<file path="src/rtl/conv_window_addr_gen.sv">
`default_nettype none
// ============================================================================
// Module      : conv_window_addr_gen
// Description : Scans a feature map with a 3x3 window at stride 1 or 2 and
//               drives the nine (w,h) tap read addresses for memory_part.
//               fmap_valid/out_x/out_y follow each issue by one cycle to
//               line up with the registered memory read.
// Revision    : 1.0 - initial release
// ============================================================================
module conv_window_addr_gen #(
    parameter int width    = 80,
    parameter int width_b  = 7,
    parameter int height_b = 3
) (
    input  logic                    clk,
    input  logic                    reset_n,
    input  logic                    start,
    input  logic [width_b-1:0]      fmap_w,
    input  logic [height_b:0]       fmap_h,
    input  logic                    stride,
    input  logic                    hold,
    output logic [width_b*9-1:0]    readi_w,
    output logic [height_b*9-1:0]   readi_h,
    output logic                    addr_valid,
    output logic                    fmap_valid,
    output logic [width_b-1:0]      out_x,
    output logic [height_b-1:0]     out_y,
    output logic                    busy,
    output logic                    done,
    output logic                    cfg_err
);

    typedef enum logic [1:0] {
        S_IDLE  = 2'd0,
        S_RUN   = 2'd1,
        S_DRAIN = 2'd2
    } state_t;

    localparam logic [width_b:0]  c_max_w = (width_b+1)'(width);
    localparam logic [height_b:0] c_max_h = (height_b+1)'(2**height_b);
    localparam logic [width_b:0]  c_min_w = (width_b+1)'(3);
    localparam logic [height_b:0] c_min_h = (height_b+1)'(3);

    state_t                 r_state;
    state_t                 w_state_nxt;

    // Latched scan configuration and current (next-to-issue) window origin
    logic [width_b-1:0]     r_w;
    logic [height_b:0]      r_h;
    logic [1:0]             r_s;
    logic [width_b-1:0]     r_x;
    logic [height_b-1:0]    r_y;

    // Origin of the most recently issued window, re-timed onto out_x/out_y
    logic [width_b-1:0]     r_iss_x;
    logic [height_b-1:0]    r_iss_y;

    logic                   w_cfg_ok;
    logic                   w_accept;
    logic                   w_reject;
    logic                   w_issue;
    logic                   w_idle;
    logic [width_b-1:0]     w_cur_x;
    logic [height_b-1:0]    w_cur_y;
    logic [1:0]             w_cur_s;
    logic [width_b-1:0]     w_cur_w;
    logic [height_b:0]      w_cur_h;
    logic [width_b:0]       w_x_step;
    logic [width_b:0]       w_x_lim;
    logic [height_b:0]      w_y_step;
    logic [height_b:0]      w_y_lim;
    logic                   w_x_wrap;
    logic                   w_y_end;
    logic                   w_last;
    logic [width_b-1:0]     w_nxt_x;
    logic [height_b-1:0]    w_nxt_y;
    logic [width_b*9-1:0]   w_tap_w;
    logic [height_b*9-1:0]  w_tap_h;

    // Config acceptance and issue decision; the accepting start also issues
    // the (0,0) window so the first addresses appear the cycle after start.
    always_comb begin
        w_idle   = (r_state == S_IDLE);
        w_cfg_ok = ({1'b0, fmap_w} >= c_min_w) && ({1'b0, fmap_w} <= c_max_w) &&
                   (fmap_h >= c_min_h) && (fmap_h <= c_max_h);
        w_accept = w_idle && start && w_cfg_ok;
        w_reject = w_idle && start && !w_cfg_ok;
        w_issue  = w_accept || ((r_state == S_RUN) && !hold);
    end

    // Window being issued this cycle and the position that follows it
    always_comb begin
        w_cur_x  = w_idle ? '0 : r_x;
        w_cur_y  = w_idle ? '0 : r_y;
        w_cur_s  = w_idle ? (stride ? 2'd2 : 2'd1) : r_s;
        w_cur_w  = w_idle ? fmap_w : r_w;
        w_cur_h  = w_idle ? fmap_h : r_h;
        w_x_step = {1'b0, w_cur_x} + (width_b+1)'(w_cur_s);
        w_x_lim  = {1'b0, w_cur_w} - (width_b+1)'(3);
        w_y_step = {1'b0, w_cur_y} + (height_b+1)'(w_cur_s);
        w_y_lim  = w_cur_h - (height_b+1)'(3);
        w_x_wrap = (w_x_step > w_x_lim);
        w_y_end  = (w_y_step > w_y_lim);
        w_last   = w_x_wrap && w_y_end;
        w_nxt_x  = w_x_wrap ? '0 : w_x_step[width_b-1:0];
        w_nxt_y  = w_x_wrap ? w_y_step[height_b-1:0] : w_cur_y;
    end

    // Tap k sits at (x + k mod 3, y + k div 3); tap0 occupies the MSBs
    for (genvar k = 0; k < 9; k++) begin : g_tap
        localparam int c_dx = k % 3;
        localparam int c_dy = k / 3;
        assign w_tap_w[(8-k)*width_b +: width_b]   = w_cur_x + width_b'(c_dx);
        assign w_tap_h[(8-k)*height_b +: height_b] = w_cur_y + height_b'(c_dy);
    end

    // Next-state logic: the final issue moves to DRAIN for the last read beat
    always_comb begin
        w_state_nxt = r_state;
        case (r_state)
            S_IDLE:  if (w_accept) w_state_nxt = w_last ? S_DRAIN : S_RUN;
            S_RUN:   if (w_issue && w_last) w_state_nxt = S_DRAIN;
            S_DRAIN: w_state_nxt = S_IDLE;
            default: w_state_nxt = S_IDLE;
        endcase
    end

    // State register
    always_ff @(posedge clk or negedge reset_n) begin
        if (!reset_n) begin
            r_state <= S_IDLE;
        end else begin
            r_state <= w_state_nxt;
        end
    end

    // Configuration latch, scan counters, registered addresses and status
    always_ff @(posedge clk or negedge reset_n) begin
        if (!reset_n) begin
            r_w        <= '0;
            r_h        <= '0;
            r_s        <= '0;
            r_x        <= '0;
            r_y        <= '0;
            r_iss_x    <= '0;
            r_iss_y    <= '0;
            readi_w    <= '0;
            readi_h    <= '0;
            addr_valid <= 1'b0;
            fmap_valid <= 1'b0;
            out_x      <= '0;
            out_y      <= '0;
            busy       <= 1'b0;
            done       <= 1'b0;
            cfg_err    <= 1'b0;
        end else begin
            if (w_accept) begin
                r_w <= fmap_w;
                r_h <= fmap_h;
                r_s <= w_cur_s;
            end
            if (w_issue) begin
                r_x     <= w_nxt_x;
                r_y     <= w_nxt_y;
                r_iss_x <= w_cur_x;
                r_iss_y <= w_cur_y;
                readi_w <= w_tap_w;
                readi_h <= w_tap_h;
            end
            addr_valid <= w_issue;
            fmap_valid <= addr_valid;
            out_x      <= r_iss_x;
            out_y      <= r_iss_y;
            done       <= (r_state == S_DRAIN);
            busy       <= w_accept || (r_state == S_RUN) || (r_state == S_DRAIN);
            cfg_err    <= w_reject;
        end
    end

endmodule
`default_nettype wire
</file>
<file path="config.mk">
export PLATFORM = sky130hd
export DESIGN_NAME = conv_window_addr_gen
export DESIGN_NICKNAME = d
export VERILOG_FILES = /design/src/rtl/conv_window_addr_gen.sv
export SDC_FILE = /design/constraint.sdc
export NUM_CORES = 1
export LEC_CHECK = 0
export CAP_MARGIN = 5
export CORE_MARGIN = 1.5
export CORE_UTILIZATION = 65
export DETAILED_ROUTE_END_ITERATION = 8
export DONT_BUFFER_PORTS = 1
export PLACE_DENSITY = 0.92
export REMOVE_ABC_BUFFERS = 1
export SYNTH_ARGS = -nofsm -noshare
export SYNTH_HDL_FRONTEND = slang
export SYNTH_SLANG_ARGS = --single-unit
</file>
<file path="constraint.sdc">
create_clock -name clk -period 11.75 [get_ports clk]
set_clock_uncertainty 0.2 [all_clocks]
set_input_delay 3.525 -clock clk [delete_from_list [all_inputs] [get_ports clk]]
set_output_delay 3.525 -clock clk [all_outputs]
set_load 0.02 [all_outputs]
</file>
---- Word level (Yosys, flattened, before mapping) ----
Index checks and enable logic that the tools add are counted.
Widths: inputs -> output; s select.
operators by class
  add/sub/neg operators ................... 8
  order comparisons ....................... 6
  eq/ne operators ......................... 4
  mux-type cells .......................... 12
  reduce and logical (&&, ||, !) cells .... 16
operators with widths
  cell                 count
  $mux 7               3
  $mux 2               5
  $logic_and 1x1->1    9
  $add 7x2->8          1
  $gt 8x8->1           1
  $sub 7x2->8 const B  1
  $add 7x1->7 const B  1
  $add 7x2->7 const B  1
  $ge 7x2->1 const B   1
  $le 7x7->1 const B   1
  $mux 3               2
  $add 3x2->4          1
  $ge 4x2->1 const B   1
  $gt 4x4->1           1
  $le 4x4->1 const B   1
  $mux 4               1
  $pmux 2 s2           1
  $sub 4x2->4 const B  1
  $add 3x1->3 const B  1
  $add 3x2->3 const B  1
  $logic_or 1x1->1     3
  $eq 2x1->1 const B   1
  $eq 2x2->1 const B   1
  $logic_not 1->1      2
  other kinds (4)      4
word-level totals
  register bits after elaboration ......... 140
  bits of input ports ..................... 16
  word-level logic and storage cells ...... 63

---- Longest topological paths before layout ----
Gate-level depths: netlist (run 1).
  word-level depth ........................ 9
  mapped depth ............................ 18

---- Worst setup path before layout (run 1) ----
No wires, ideal clock.
  kind .................................... input to register
  start ................................... input stride
  end ..................................... register r_y[1]
  library setup time ...................... 0.121 ns
  arrival time ............................ 6.013 ns
  required time ........................... 11.429 ns
  path slack .............................. 5.416 ns
  stages on the path ...................... 16
  path through ............................ nand2_1 -> o21ai_0 -> inv_1 -> ha_1 -> ha_1 -> a31oi_1 -> nor3_1 -> xnor2_1 -> nor2_1 -> ha_1 -> nand2_1 -> o21a_1 -> o22ai_1 -> clkbuf_1 -> o21bai_1 -> a22o_1
on the way
  longest elaborated chain between the ends .. 5
  elaborated cells between the ends (all ways) .. 6
  classes of those cells .................. add/sub: 2; order compare: 1; mux: 3
ends and longest elaborated chain
  what                   RTL line  RTL
  from (decl)            20        input logic stride,
  $mux 2 * (2 in a row)  95        w_cur_s = w_idle ? (stride ? 2'd2 : 2'd1) : r_s;
  named net w_cur_s[0]   65        logic [1:0] w_cur_s;
  $add 7x2->8            98        w_x_step = {1'b0, w_cur_x} + (width_b+1)'(w_cur_s);
  $gt 8x8->1             102       w_x_wrap = (w_x_step > w_x_lim);
  $mux 3 *               106       w_nxt_y = w_x_wrap ? w_y_step[height_b-1:0] : w_cur_y;
  to (signal assigned)   164       r_y <= w_nxt_y;
  to (decl)              52        logic [height_b-1:0] r_y;
The timed path passes the listed nets; every way through them passes the cells marked *.
A chain may end at the register's enable or synchronous reset.

---- Final worst setup path (run 1) ----
  start ................................... input stride
  end ..................................... register r_y[0]
The elaborated chain is that of the path after synthesis.

==> results.md, run 1 <==
* Post-synth top area share at about two fifths
* Worst setup path class: input port to flop
* Crit Path Max Fanout at 11
* Drt initial violations at 157
* Status: completed
* Number of synthesized flops with an enable pin at 0
* Sequential-to-total area share from yosys stat at around 41%
* NumNets Final at between 300 and 400
* DRT Pass-1 Iters at 6
* Reg-to-Reg Start: r_state[0]$_DFFE_PN0P_
* RD Place Congestion at around 0.94
* Vias per cell at ~6.2
* H-tree levels at 3
* Worst Hold Class: flop to flop
* Hold Slack at ~0.29 ns
* CP endpoint kind: flop
* Total die area at slightly below 0.007 sq mm
* # rows at 28
* CTS clock-pin slew for the worst setup and hold paths at around 0.080 ns
* Chip width at about 82 um
* Total length of routed wires at about 7.6 mm
* Pin count of the biggest net entering global routing at 69
* Post-synth ARST share at 100%
* Synthesized area per cell at around 10 sq um
* First-pass GRT wire length at about 12 mm
* Gr ovfl total at 0
* Worst hold start: r_s[0]$_DFFE_PN0P_
* Top post-synthesis cells by area: dfrtp_1, buf_4, ha_1
* CP Buf/Inv Count at 1
* Clk Latency, worst-skew pair at between 0.3 and 0.4 ns
* Crit-path cells: nand2_1 -> o21ai_0 -> inv_1 -> ha_1 -> ha_1 -> a31oi_1 -> nor3_1 -> xnor2_1 -> nor2_1 -> ha_1 -> nand4_1 -> nand2b_1 -> o22ai_1 -> nor2b_1 -> a22o_1
* Final hold violations at 0
* Vias in the first global route at approximately 2,500
* Top Ports at 121
* CTS Buf Count at 9
* P&R area growth vs syn at -6.19%
* Post-CTS Setup Inserts at 0
* Post-CTS sizing at 0
* CTS Root Cell: clkbuf_8
* Core Area at ~0.0060 sq mm
* Power density over the cells at between 150 and 200 mW/mm^2
* Syn Inst Count at around 400
* # diodes at 0
* Cell area after synthesis at 0.00411 sq mm
* Leakage at roughly 1.8 nW
* Fin. max-slew vios at 0
* GRT Total Usage at roughly a quarter
* Final ANT Viol Nets at 0
* Critical Path Slowest Stage Cell: o22ai_1
* Post-route setup slack at between 4 and 5 ns
* Crit share post-route at between 50% and 60%
* Synth Register Bits at just under 70
* Maxcap violations at 0
* Worst Setup Start Kind: input port
* Delay-heaviest family, CP: compound AO/OA/AOI/OAI gates
* Depth of the worst hold-timing path at 1
* Setup slack, reg-to-reg at approximately 6.9 ns
* Worst path most repeated cell: ha_1
* Cts hold-fix bufs at 0
* Syn. warnings at 0
* Hold Path End: r_s[0]$_DFFE_PN0P_
* R2R cell count at 17
* TNS Setup at 0 ns
* Starting Density at 68.1%
* RSZ-0062 raised after global routing: false
* Height of the chip at about 82 um
* CTS tree: yes
* Share of cells above drive strength 1 at between 10 and 15%
* Area leader, netlist: dfrtp_1
* Initial antenna violation count at 0
* Max clock buf depth at 2
* CP max stage delay at approximately 0.73 ns
* Min Tclk post-route at about 6.8 ns
* Post-DP HPWL at 5.30 mm
* Max VDD drop at 0.138 mV
* Slew of the pin with the lowest slew margin at roughly 1.1 ns
* RR Endpoint: r_y[0]$_DFFE_PN0N_
* Max Fclk at around 150 MHz
* Place WS at around 4.7 ns
* Slew HR at 24.8%
* Worst Path Required at roughly 12 ns
* Clock sink total at 68
* Crit path DAT at 6.88 ns
* Setup Viol. Count Final at 0
* Post-DR wirelength/cell at ~18 um
* Netlist cell types at 52
* Main flop type after synthesis: dfrtp_1
* # DRC at 0
* IO buf count at 0
* Via count at between 2,000 and 3,000
-- how the worst max path moves through the flow --
stage	startpoint	end	slack (ns)	cells past startpoint
2_1_floorplan	stride	r_y[0]$_DFFE_PN0N_	5.11	15
3_3_place_gp	stride	r_y[0]$_DFFE_PN0N_	4.96	15
3_5_place_dp	stride	r_y[0]$_DFFE_PN0N_	4.71	15
4_1_cts	stride	r_y[0]$_DFFE_PN0N_	5.09	15
5_1_grt	stride	r_y[0]$_DFFE_PN0N_	4.70	15
6_report	stride	r_y[0]$_DFFE_PN0N_	4.96	15
-- state kept, by name, indices dropped and copies added (netlist names) --
register	count
r_y	3
busy	1
r_iss_y	2
r_state	2
fmap_valid	1
addr_valid	1
r_h	4
readi_h	6
r_w	7
r_x	7
r_iss_x	6
cfg_err	1
done	1
out_x	7
r_s	2
out_y	3
readi_w	14
-- cells by family (layout without fill, tap and decap cells) --
family,count (synthesis),count (layout),synth area share (%)
and+or+nand+nor,103,103,12.0
buffers and inverters,92,30,15.0
DFF,68,68,41.4
muxes,24,24,6.34
AOI/OAI and AO/OA,71,71,13.4
xor gates and xnor gates,25,25,5.33
adders and majority gates,21,21,6.52
-- routing by layer --
layer	vias to the layer above	part of all wire (%)	wire length, um	track usage (%)
met3	17	9.1	691	8.57
li1	1190	-	-	-
met2	140	48	3650	37.5
met4	0	1.9	148	10.0
met1	1232	41	3110	28.8
met5	-	0	0	0
-- where the power goes --
part / switching [mW] / internal [mW]
registers: 0.143 / 0.266
logic: 0.0485 / 0.0404
clock network: 0.0976 / 0.102
-- stage by stage --
stage,cell area [sq um],instances,power (mW),util [%]
after detailed placement,3650,401,0.502,60.5
after global placement,3650,401,0.495,60.5
after floorplan,3530,324,0.471,-
after CTS,3850,417,0.701,63.9
final,3850,417,0.697,63.9
after global routing,3850,417,0.732,63.9
-- synthesized netlist by cell type, types with 2 or more instances --
| master | number |
|---|---|
| o21ai_0 | 17 |
| xor2_1 | 14 |
| nand4_1 | 3 |
| and2_1 | 4 |
| or3_1 | 2 |
| nand2_1 | 50 |
| mux2_2 | 12 |
| clkbuf_1 | 5 |
| nand2b_1 | 5 |
| xnor2_1 | 11 |
| inv_1 | 12 |
| buf_1 | 3 |
| a2bb2oi_1 | 2 |
| a22oi_1 | 2 |
| o21a_1 | 5 |
| mux2i_1 | 8 |
| ha_1 | 19 |
| a21oi_1 | 9 |
| a31oi_1 | 2 |
| a22o_1 | 4 |
| nor2b_1 | 3 |
| nor3_1 | 7 |
| a21o_1 | 4 |
| dfrtp_1 | 68 |
| o21ai_2 | 2 |
| nand3_1 | 8 |
| nor2_1 | 13 |
| or2_2 | 3 |
| buf_4 | 65 |
| o31ai_2 | 10 |
| o41ai_1 | 2 |
| mux2_1 | 4 |
| a211oi_1 | 2 |
| buf_2 | 4 |
| buf_6 | 3 |
-- layout make-up --
type                            instances  area (sq um)
Clock buffer                            9           124
Clock inverter                          7          82.6
Fill cell                             437          2170
Inverter                               12          45.0
Multi-Input combinational cell        244          1790
Sequential cell                        68          1700
Tap cell                               75          93.8
Timing Repair Buffer                    2          15.0
-- cells in the final DEF, fill, tap and decap left out, types with 9 or more instances in the layout --
| master | netlist | layout |
|---|---|---|
| xor2_1 | 14 | 14 |
| nor2_1 | 13 | 12 |
| clkbuf_8 | 0 | 9 |
| inv_1 | 12 | 12 |
| nand2_1 | 50 | 50 |
| xnor2_1 | 11 | 11 |
| mux2_2 | 12 | 12 |
| ha_1 | 19 | 19 |
| a21oi_1 | 9 | 9 |
| o31ai_2 | 10 | 10 |
| o21ai_0 | 17 | 17 |
| dfrtp_1 | 68 | 68 |
(Power assumes the default switching activity.)
==> inputs of run 2 (changes only) <==
--- a/config.mk
+++ b/config.mk
@@ -7,10 +7,10 @@
 export LEC_CHECK = 0
 export CAP_MARGIN = 5
 export CORE_MARGIN = 1.5
-export CORE_UTILIZATION = 65
+export CORE_UTILIZATION = 64
 export DETAILED_ROUTE_END_ITERATION = 8
 export DONT_BUFFER_PORTS = 1
-export PLACE_DENSITY = 0.92
+export PLACE_DENSITY = 0.91
 export REMOVE_ABC_BUFFERS = 1
 export SYNTH_ARGS = -nofsm -noshare
 export SYNTH_HDL_FRONTEND = slang
==> constraint.sdc (replaced) <==
create_clock -name clk -period 7 [get_ports clk]
set_clock_uncertainty 0.2 [all_clocks]
set_input_delay 2.1 -clock clk [delete_from_list [all_inputs] [get_ports clk]]
set_output_delay 2.1 -clock clk [all_outputs]
set_load 0.02 [all_outputs]
==> run 2 against run 1 <==
  * Global-route usage is 0.76 points lower
  * Die area up 1.5%
  * Utilization fell by 3.0 points
  * Sequential share of layout area increased by 0.33 points
  * Register-to-register slack got worse by 4.5 ns
  * Via count is 0.62% lower
  * Sequential power rose by 69%
  * Cell count up 0.48%
  * Wire length fell by 2.2%
  * Power grew 61%
  * Non-clock buffer count did not move
  * Largest cell class unchanged
==> results.md, run 2 (synthesis results as in run 1) <==
* Chip width at 83.1 um (was 82.5 um)
* Top Ports at 121 (unchanged)
* Fin. max-slew vios at 0 (unchanged)
* Post-DP HPWL at 5.35 mm (was 5.30 mm)
* CTS Buf Count at 9 (unchanged)
* Leakage at 1.81 nW (was 1.82 nW)
* CTS Root Cell: clkbuf_8 (unchanged)
* Max Fclk at 189 MHz
* Status: completed (unchanged)
* Clk Latency, worst-skew pair at 0.35 ns (about the same)
* Most common cell after layout, fill and taps aside: dfrtp_1 (unchanged)
* Post-DR wirelength/cell at 17.7 um (was 18.2 um)
* # diodes at 0 (unchanged)
* Clock sink total at 68 (unchanged)
* Max VDD drop at 0.242 mV (was 0.138 mV)
* Fin util at 60.9% (was 63.9%)
* Commonest cells after routing, fill and taps aside: dfrtp_1, nand2_1, ha_1 (unchanged)
* Min Tclk post-route at approximately 5.3 ns
* Combinational Power Share at 13.0% (was 12.7%)
* CP endpoint kind: flop (unchanged)
* Via count at 2,563 (was 2,579)
* Final hold violations at 0 (unchanged)
* Sw power at 476 uW (was 289 uW)
* Share of cells above drive strength 1 at 14.3% (unchanged)
* DRT Pass-1 Iters at 4 (was 6)
* Internal power at 644 uW (was 408 uW)
* # DRC at 0 (unchanged)
* Height of the chip at 83.1 um (was 82.5 um)
* Total die area at 0.00691 sq mm (was 0.00680 sq mm)
* Crit Path Max Fanout at 11 (unchanged)
* NumNets Final at 373 (unchanged)
* Setup Viol. Count Final at 0 (unchanged)
* Core Area at 0.00628 sq mm (was 0.00603 sq mm)
* RSZ-0062 raised after global routing: false (unchanged)
* Slew of the pin with the lowest slew margin at 1.12 ns (was 1.13 ns)
* Worst Hold Class: flop to flop (unchanged)
* Cts hold-fix bufs at 0 (unchanged)
* IO buf count at 0 (unchanged)
* CTS tree: yes (unchanged)
* H-tree levels at 3 (unchanged)
* Post-route setup slack at 1.72 ns (was 4.96 ns)
* Starting Density at 65.4% (was 68.1%)
* Post-CTS Setup Inserts at 0 (unchanged)
* Worst Setup Start Kind: input port (unchanged)
* Clk pwr share at 25.3% (was 28.6%)
* GRT Total Usage at 22.8% (was 23.6%)
* Max clock buf depth at 2 (unchanged)
* Most flop-heavy register: readi_w (unchanged)
* CTS clock-pin slew for the worst setup and hold paths at 0.08 ns (about the same)
* Total length of routed wires at 7.43 mm (was 7.59 mm)
* Vias per cell at 6.12 (was 6.18)
* Power density over the cells at 293 mW/mm^2 (was 181 mW/mm^2)
* First-pass GRT wire length at 12.5 mm (was 11.8 mm)
* Final ANT Viol Nets at 0 (unchanged)
* Worst Path Required at 7.09 ns (was 11.84 ns)
* Worst setup path class: input port to flop (unchanged)
* P&R area growth vs syn at -6.89% (was -6.19%)
* TNS Setup at 0 ns (unchanged)
* Vias in the first global route at 2,547 (was 2,509)
* Flop pwr share at 61.6% (was 58.7%)
* Layout filler cell count at 514 (was 437)
* Switching share of power at 42.5% (was 41.4%)
* Pin count of the biggest net entering global routing at 69 (unchanged)
* # rows at 29 (was 28)
* Post-CTS sizing at 0 (unchanged)
* RD Place Congestion at 0.882 (was 0.937)
* Gr ovfl total at 0 (unchanged)
* Initial antenna violation count at 0 (unchanged)
* Drt initial violations at 204 (was 157)
* Place WS at 1.43 ns (was 4.71 ns)
* Slew HR at 25.0% (was 24.8%)
* Crit share post-route at about three quarters
* Maxcap violations at 0 (unchanged)
* Max reg flops at 14 (unchanged)
* Crit path DAT at 5.37 ns (was 6.88 ns)
## run 2: worst paths after layout
kind,slack (ns),start,depth (start not counted),to
worst min register to register,0.29,r_s[0]$_DFFE_PN0P_,1,r_s[0]$_DFFE_PN0P_
worst max-delay path,1.72,stride,15,r_y[0]$_DFFE_PN0N_
max in group asynchronous,5.24,reset_n,0,r_x[2]$_DFFE_PN0N_
worst max register to register,2.46,r_state[0]$_DFFE_PN0P_,16,r_y[0]$_DFFE_PN0N_
min in group asynchronous,1.24,reset_n,0,out_y[1]$_DFF_PN0_
worst min-delay path,0.29,r_s[0]$_DFFE_PN0P_,1,r_s[0]$_DFFE_PN0P_
## run 2: area by class of cell
class	count	area, sq um	share of cell area, %
Sequential cell	68	1700	44.5
Clock buffer	9	124	3.24
Multi-Input combinational cell	244	1790	46.8
Inverter	12	45.0	1.18
Timing Repair Buffer	2	15.0	0.393
Tap cell	77	96.3	2.52
Clock inverter	7	51.3	1.34
## run 2: through the flow
step           power, mW  hold WS (ns)  cells  instance area (sq um)
2_1_floorplan      0.790         0.244    324                   3530
3_3_place_gp       0.837         0.258    403                   3650
3_5_place_dp       0.848         0.269    403                   3650
4_1_cts             1.13         0.288    419                   3820
5_1_grt             1.18         0.320    419                   3820
6_report            1.12         0.287    419                   3820
## run 2: critical path, stage by stage
cell	delay (ns)
nand2_1	0.06
o21ai_0	0.13
inv_1	0.10
ha_1	0.24
ha_1	0.19
a31oi_1	0.29
nor3_1	0.13
xnor2_1	0.23
nor2_1	0.07
ha_1	0.30
nand4_1	0.11
nand2b_1	0.16
o22ai_1	0.73
nor2b_1	0.33
a22o_1	0.18
## run 2: power groups by stage
stage / Clock [mW] / Combinational [mW] / Sequential, mW
after CTS: 0.290 / 0.148 / 0.693
after global placement: 0 / 0.137 / 0.700
after detailed placement: 0 / 0.146 / 0.702
after floorplan: 0 / 0.121 / 0.669
final: 0.284 / 0.146 / 0.690
after global routing: 0.312 / 0.165 / 0.703
## run 2: per-layer routing
layer  global-route usage (%)  up-vias  wire, um
met3                     8.15       19       568
met5                        0        -         0
li1                         -     1189         -
met4                     8.18        0       170
met2                     37.2      121      3650
met1                     28.1     1234      3040
==> inputs of run 3 (changes only) <==
--- a/config.mk
+++ b/config.mk
@@ -5,6 +5,7 @@
 export SDC_FILE = /design/constraint.sdc
 export NUM_CORES = 1
 export LEC_CHECK = 0
+export ABC_AREA = 1
 export CAP_MARGIN = 5
 export CORE_MARGIN = 1.5
 export CORE_UTILIZATION = 64
==> constraint.sdc (replaced) <==
create_clock -name clk -period 5.4 [get_ports clk]
set_clock_uncertainty 0.2 [all_clocks]
set_input_delay 1.62 -clock clk [delete_from_list [all_inputs] [get_ports clk]]
set_output_delay 1.62 -clock clk [all_outputs]
set_load 0.02 [all_outputs]
==> run 3 against run 2 <==
  * Wire length rose by 6.4%
  * Utilization rose by 1.4 points
  * Sequential share of layout area fell by 1.5 points
  * Sequential power rose by 94%
  * Cell count rose by 25%
  * Worst hold slack improved by 0.0037 ns
  * First-iteration DRC count rose by 19%
  * Combinational power rose to 6.9 times the previous value
  * Final area rose by 3.5%
  * Power rose to 2.5 times the previous value
  * Via count rose by 14%
==> results.md, run 3 <==
* Status: completed (unchanged)
* Max reg flops at 14 (unchanged)
* Post-CTS sizing at 0 (unchanged)
* DRT Pass-1 Iters at 5 (was 4)
* Share of cells above drive strength 1 at 11.0% (was 14.3%)
* Worst Hold Class: flop to flop (unchanged)
* H-tree levels at 3 (unchanged)
* Synthesized area per cell at 8.36 sq um (was 10.2 sq um)
* Clock sink total at 68 (unchanged)
* Largest family of logic cells by synthesized area: simple AND/OR/NAND/NOR gates (was buffers and inverters)
* Final hold violations at 0 (unchanged)
* Synth Area in Adders at 6.12% (was 6.52%)
* # DRC at 0 (unchanged)
* Final std cells w/o fill at 522 (was 419)
* Fin. max-slew vios at 0 (unchanged)
* RD Place Congestion at 0.863 (was 0.882)
* Post-DP HPWL at 5.52 mm (was 5.35 mm)
* Slew HR at 23.3% (was 25.0%)
* Most common cell in the netlist: nand2_1 (was dfrtp_1)
* # rows at 29 (unchanged)
* Chip width at 84.1 um (was 83.1 um)
* Height of the chip at 84.1 um (was 83.1 um)
* Synth cell count leaders: nand2_1, dfrtp_1, buf_4, inv_1, nand3_1 (was dfrtp_1, buf_4, nand2_1, ha_1, o21ai_0)
* Pin count of the biggest net entering global routing at 69 (unchanged)
* Mux share of post-synthesis cell area at 0% (was 6.34%)
* Crit-path cells: inv_1 -> nand2_1 -> nand2_1 -> nand2_2 -> nand2_1 -> inv_1 -> ha_1 -> inv_1 -> nand2_4 -> nand2_1 -> xor2_1 -> ha_1 -> nand2_1 -> nor2_1 -> nand4_1 -> nand2_2 -> nand3_1 -> o21ai_0 (was nand2_1 -> o21ai_0 -> inv_1 -> ha_1 -> ha_1 -> a31oi_1 -> nor3_1 -> xnor2_1 -> nor2_1 -> ha_1 -> nand4_1 -> nand2b_1 -> o22ai_1 -> nor2b_1 -> a22o_1)
* CTS clock-pin slew for the worst setup and hold paths at 0.07 ns (was 0.08 ns)
* CP max stage delay at 0.28 ns (was 0.73 ns)
* Vias in the first global route at 2,857 (was 2,547)
* Setup Viol. Count Final at 0 (unchanged)
* Syn Inst Count at 504 (was 404)
* Min Tclk post-route at around 3.8 ns
* Initial antenna violation count at 0 (unchanged)
* CTS tree: yes (unchanged)
* P&R area growth vs syn at -6.03% (was -6.89%)
* Final ANT Viol Nets at 0 (unchanged)
* CP endpoint kind: flop (unchanged)
* Crit path DAT at 3.87 ns (was 5.37 ns)
* NumNets Final at 476 (was 373)
* Number of synthesized flops with an enable pin at 0 (unchanged)
* Layout filler cell count at 507 (was 514)
* Max clock buf depth at 2 (unchanged)
* Area leader, netlist: dfrtp_1 (unchanged)
* Via count at 2,915 (was 2,563)
* IO buf count at 0 (unchanged)
* Netlist cell types at 35 (was 52)
* Xor and xnor fraction of the mapped netlist area at 2.88% (was 5.33%)
* Clk Latency, worst-skew pair at 0.35 ns (about the same)
* GRT Total Usage at 23.5% (was 22.8%)
* Sequential-to-total area share from yosys stat at 40.4% (was 41.4%)
* Max Fclk at around 260 MHz
* CTS Buf Count at 9 (unchanged)
* Total length of routed wires at 7.90 mm (was 7.43 mm)
* Post-synth top area share at 40.4% (was 41.4%)
* RSZ-0062 raised after global routing: false (unchanged)
* Cts hold-fix bufs at 0 (unchanged)
* Main flop type after synthesis: dfrtp_1 (unchanged)
* Most flop-heavy register: readi_w (unchanged)
* Post-DR wirelength/cell at 15.1 um (was 17.7 um)
* Total die area at 0.00708 sq mm (was 0.00691 sq mm)
* Drt initial violations at 243 (was 204)
* Top Ports at 121 (unchanged)
* R2R cell count at 18 (was 16)
* Worst Setup Start Kind: input port (unchanged)
* Synth Register Bits at 68 (unchanged)
* Core Area at 0.00635 sq mm (was 0.00628 sq mm)
* Maxcap violations at 0 (unchanged)
* Worst Path Required at 5.44 ns (was 7.09 ns)
* Hold Slack at 0.291 ns (was 0.287 ns)
* Most common cell after layout, fill and taps aside: nand2_1 (was dfrtp_1)
* Post-synth ARST share at 100% (unchanged)
* Cell area after synthesis at 0.00421 sq mm (was 0.00411 sq mm)
* Leakage at 2.07 nW (was 1.81 nW)
* Worst path most repeated cell: nand2_1 (was ha_1)
* TNS Setup at 0 ns (unchanged)
* Gr ovfl total at 0 (unchanged)
* Starting Density at 66.3% (was 65.4%)
* Slew of the pin with the lowest slew margin at 1.15 ns (was 1.12 ns)
* # diodes at 0 (unchanged)
* Worst setup path class: input port to flop (unchanged)
* Post-CTS Setup Inserts at 0 (unchanged)
* Syn. warnings at 0 (unchanged)
* Depth of the worst hold-timing path at 2 (was 1)
* Vias per cell at 5.58 (was 6.12)
* Crit share post-route at a little under three quarters
* CTS Root Cell: clkbuf_8 (unchanged)
* Post-synthesis simple-gate area fraction at 23.6% (was 12.0%)
* First-pass GRT wire length at 13.3 mm (was 12.5 mm)
* Max VDD drop at 0.502 mV (was 0.242 mV)
* DP Cell Count at 506 (was 403)
* Critical Path Slowest Stage Cell: nand2_2 (was o22ai_1)
* Crit Path Max Fanout at 10 (was 11)
* Power density over the cells at 711 mW/mm^2 (was 293 mW/mm^2)
* Top post-synthesis cells by area: dfrtp_1, buf_4, nand2_1 (was dfrtp_1, buf_4, ha_1)
* Compound-Gate Fraction of Synth Area at 8.55% (was 13.4%)
* Commonest cells after routing, fill and taps aside: nand2_1, dfrtp_1, inv_1 (was dfrtp_1, nand2_1, ha_1)
[run 3: cell count changes after synthesis, sizes merged, moves of 11 or more]
cell,delta
a21oi,+17
inv,+40
mux2,-16
nand2,+71
nand3,+32
nor2,+27
o21ai,+11
[run 3: kinds of logic after synthesis]
logic type	Yosys count
xor gates and xnor gates	13
AOI/OAI and AO/OA	64
adders and majority gates	20
buffers and inverters	128
and+or+nand+nor	211
DFF	68
[run 3: area by class of cell]
| cell class | instances | area (sq um) | area share, % |
|---|---|---|---|
| Inverter | 52 | 195 | 4.93 |
| Sequential cell | 68 | 1700 | 43.0 |
| Clock buffer | 9 | 124 | 3.13 |
| Multi-Input combinational cell | 308 | 1740 | 43.8 |
| Clock inverter | 7 | 98.8 | 2.50 |
| Tap cell | 77 | 96.3 | 2.43 |
| Timing Repair Buffer | 1 | 7.51 | 0.190 |
[run 3: stage by stage]
step	instance area [sq um]	total power, mW	util [%]	worst slack [ns]
after global placement	3740	2.28	58.8	1.43
after CTS	3960	2.83	62.3	1.61
after detailed placement	3740	2.35	58.8	1.30
after floorplan	3630	2.09	-	1.64
after global routing	3960	3.03	62.3	1.38
final	3960	2.82	62.3	1.57
[run 3: final timing paths]
| kind | slack [ns] | end | start |
|---|---|---|---|
| min | 0.29 | r_w[6]$_DFFE_PN0P_ | r_w[6]$_DFFE_PN0P_ |
| max in group asynchronous | 4.11 | out_x[3]$_DFF_PN0_ | reset_n |
| max | 1.57 | r_x[6]$_DFFE_PN0N_ | stride |
| min in group asynchronous | 0.76 | r_w[1]$_DFFE_PN0P_ | reset_n |
| min reg2reg | 0.29 | r_w[6]$_DFFE_PN0P_ | r_w[6]$_DFFE_PN0P_ |
| max reg2reg | 2.00 | r_x[6]$_DFFE_PN0N_ | r_state[0]$_DFFE_PN0P_ |
[run 3: power breakdown]
part / internal [mW] / leakage, nW / total, mW / switching [mW]
Clock: 0.263 / 0.110 / 0.468 / 0.205
Sequential: 0.703 / 0.850 / 1.34 / 0.637
Combinational: 0.362 / 1.11 / 1.01 / 0.645
[run 3: routing by layer]
metal | wire (um) | GRT usage (%)
met1 | 3200 | 28.2
met2 | 4110 | 41.7
met3 | 458 | 5.80
met4 | 141 | 7.15
met5 | 0 | 0
[run 3: worst max-delay path: cells and delay by family]
family | cells | cell delay, ns
compound gates | 1 | 0.14
xor+xnor | 1 | 0.25
simple gates | 11 | 1.34
fa+ha+maj | 2 | 0.36
buf+inv | 3 | 0.17
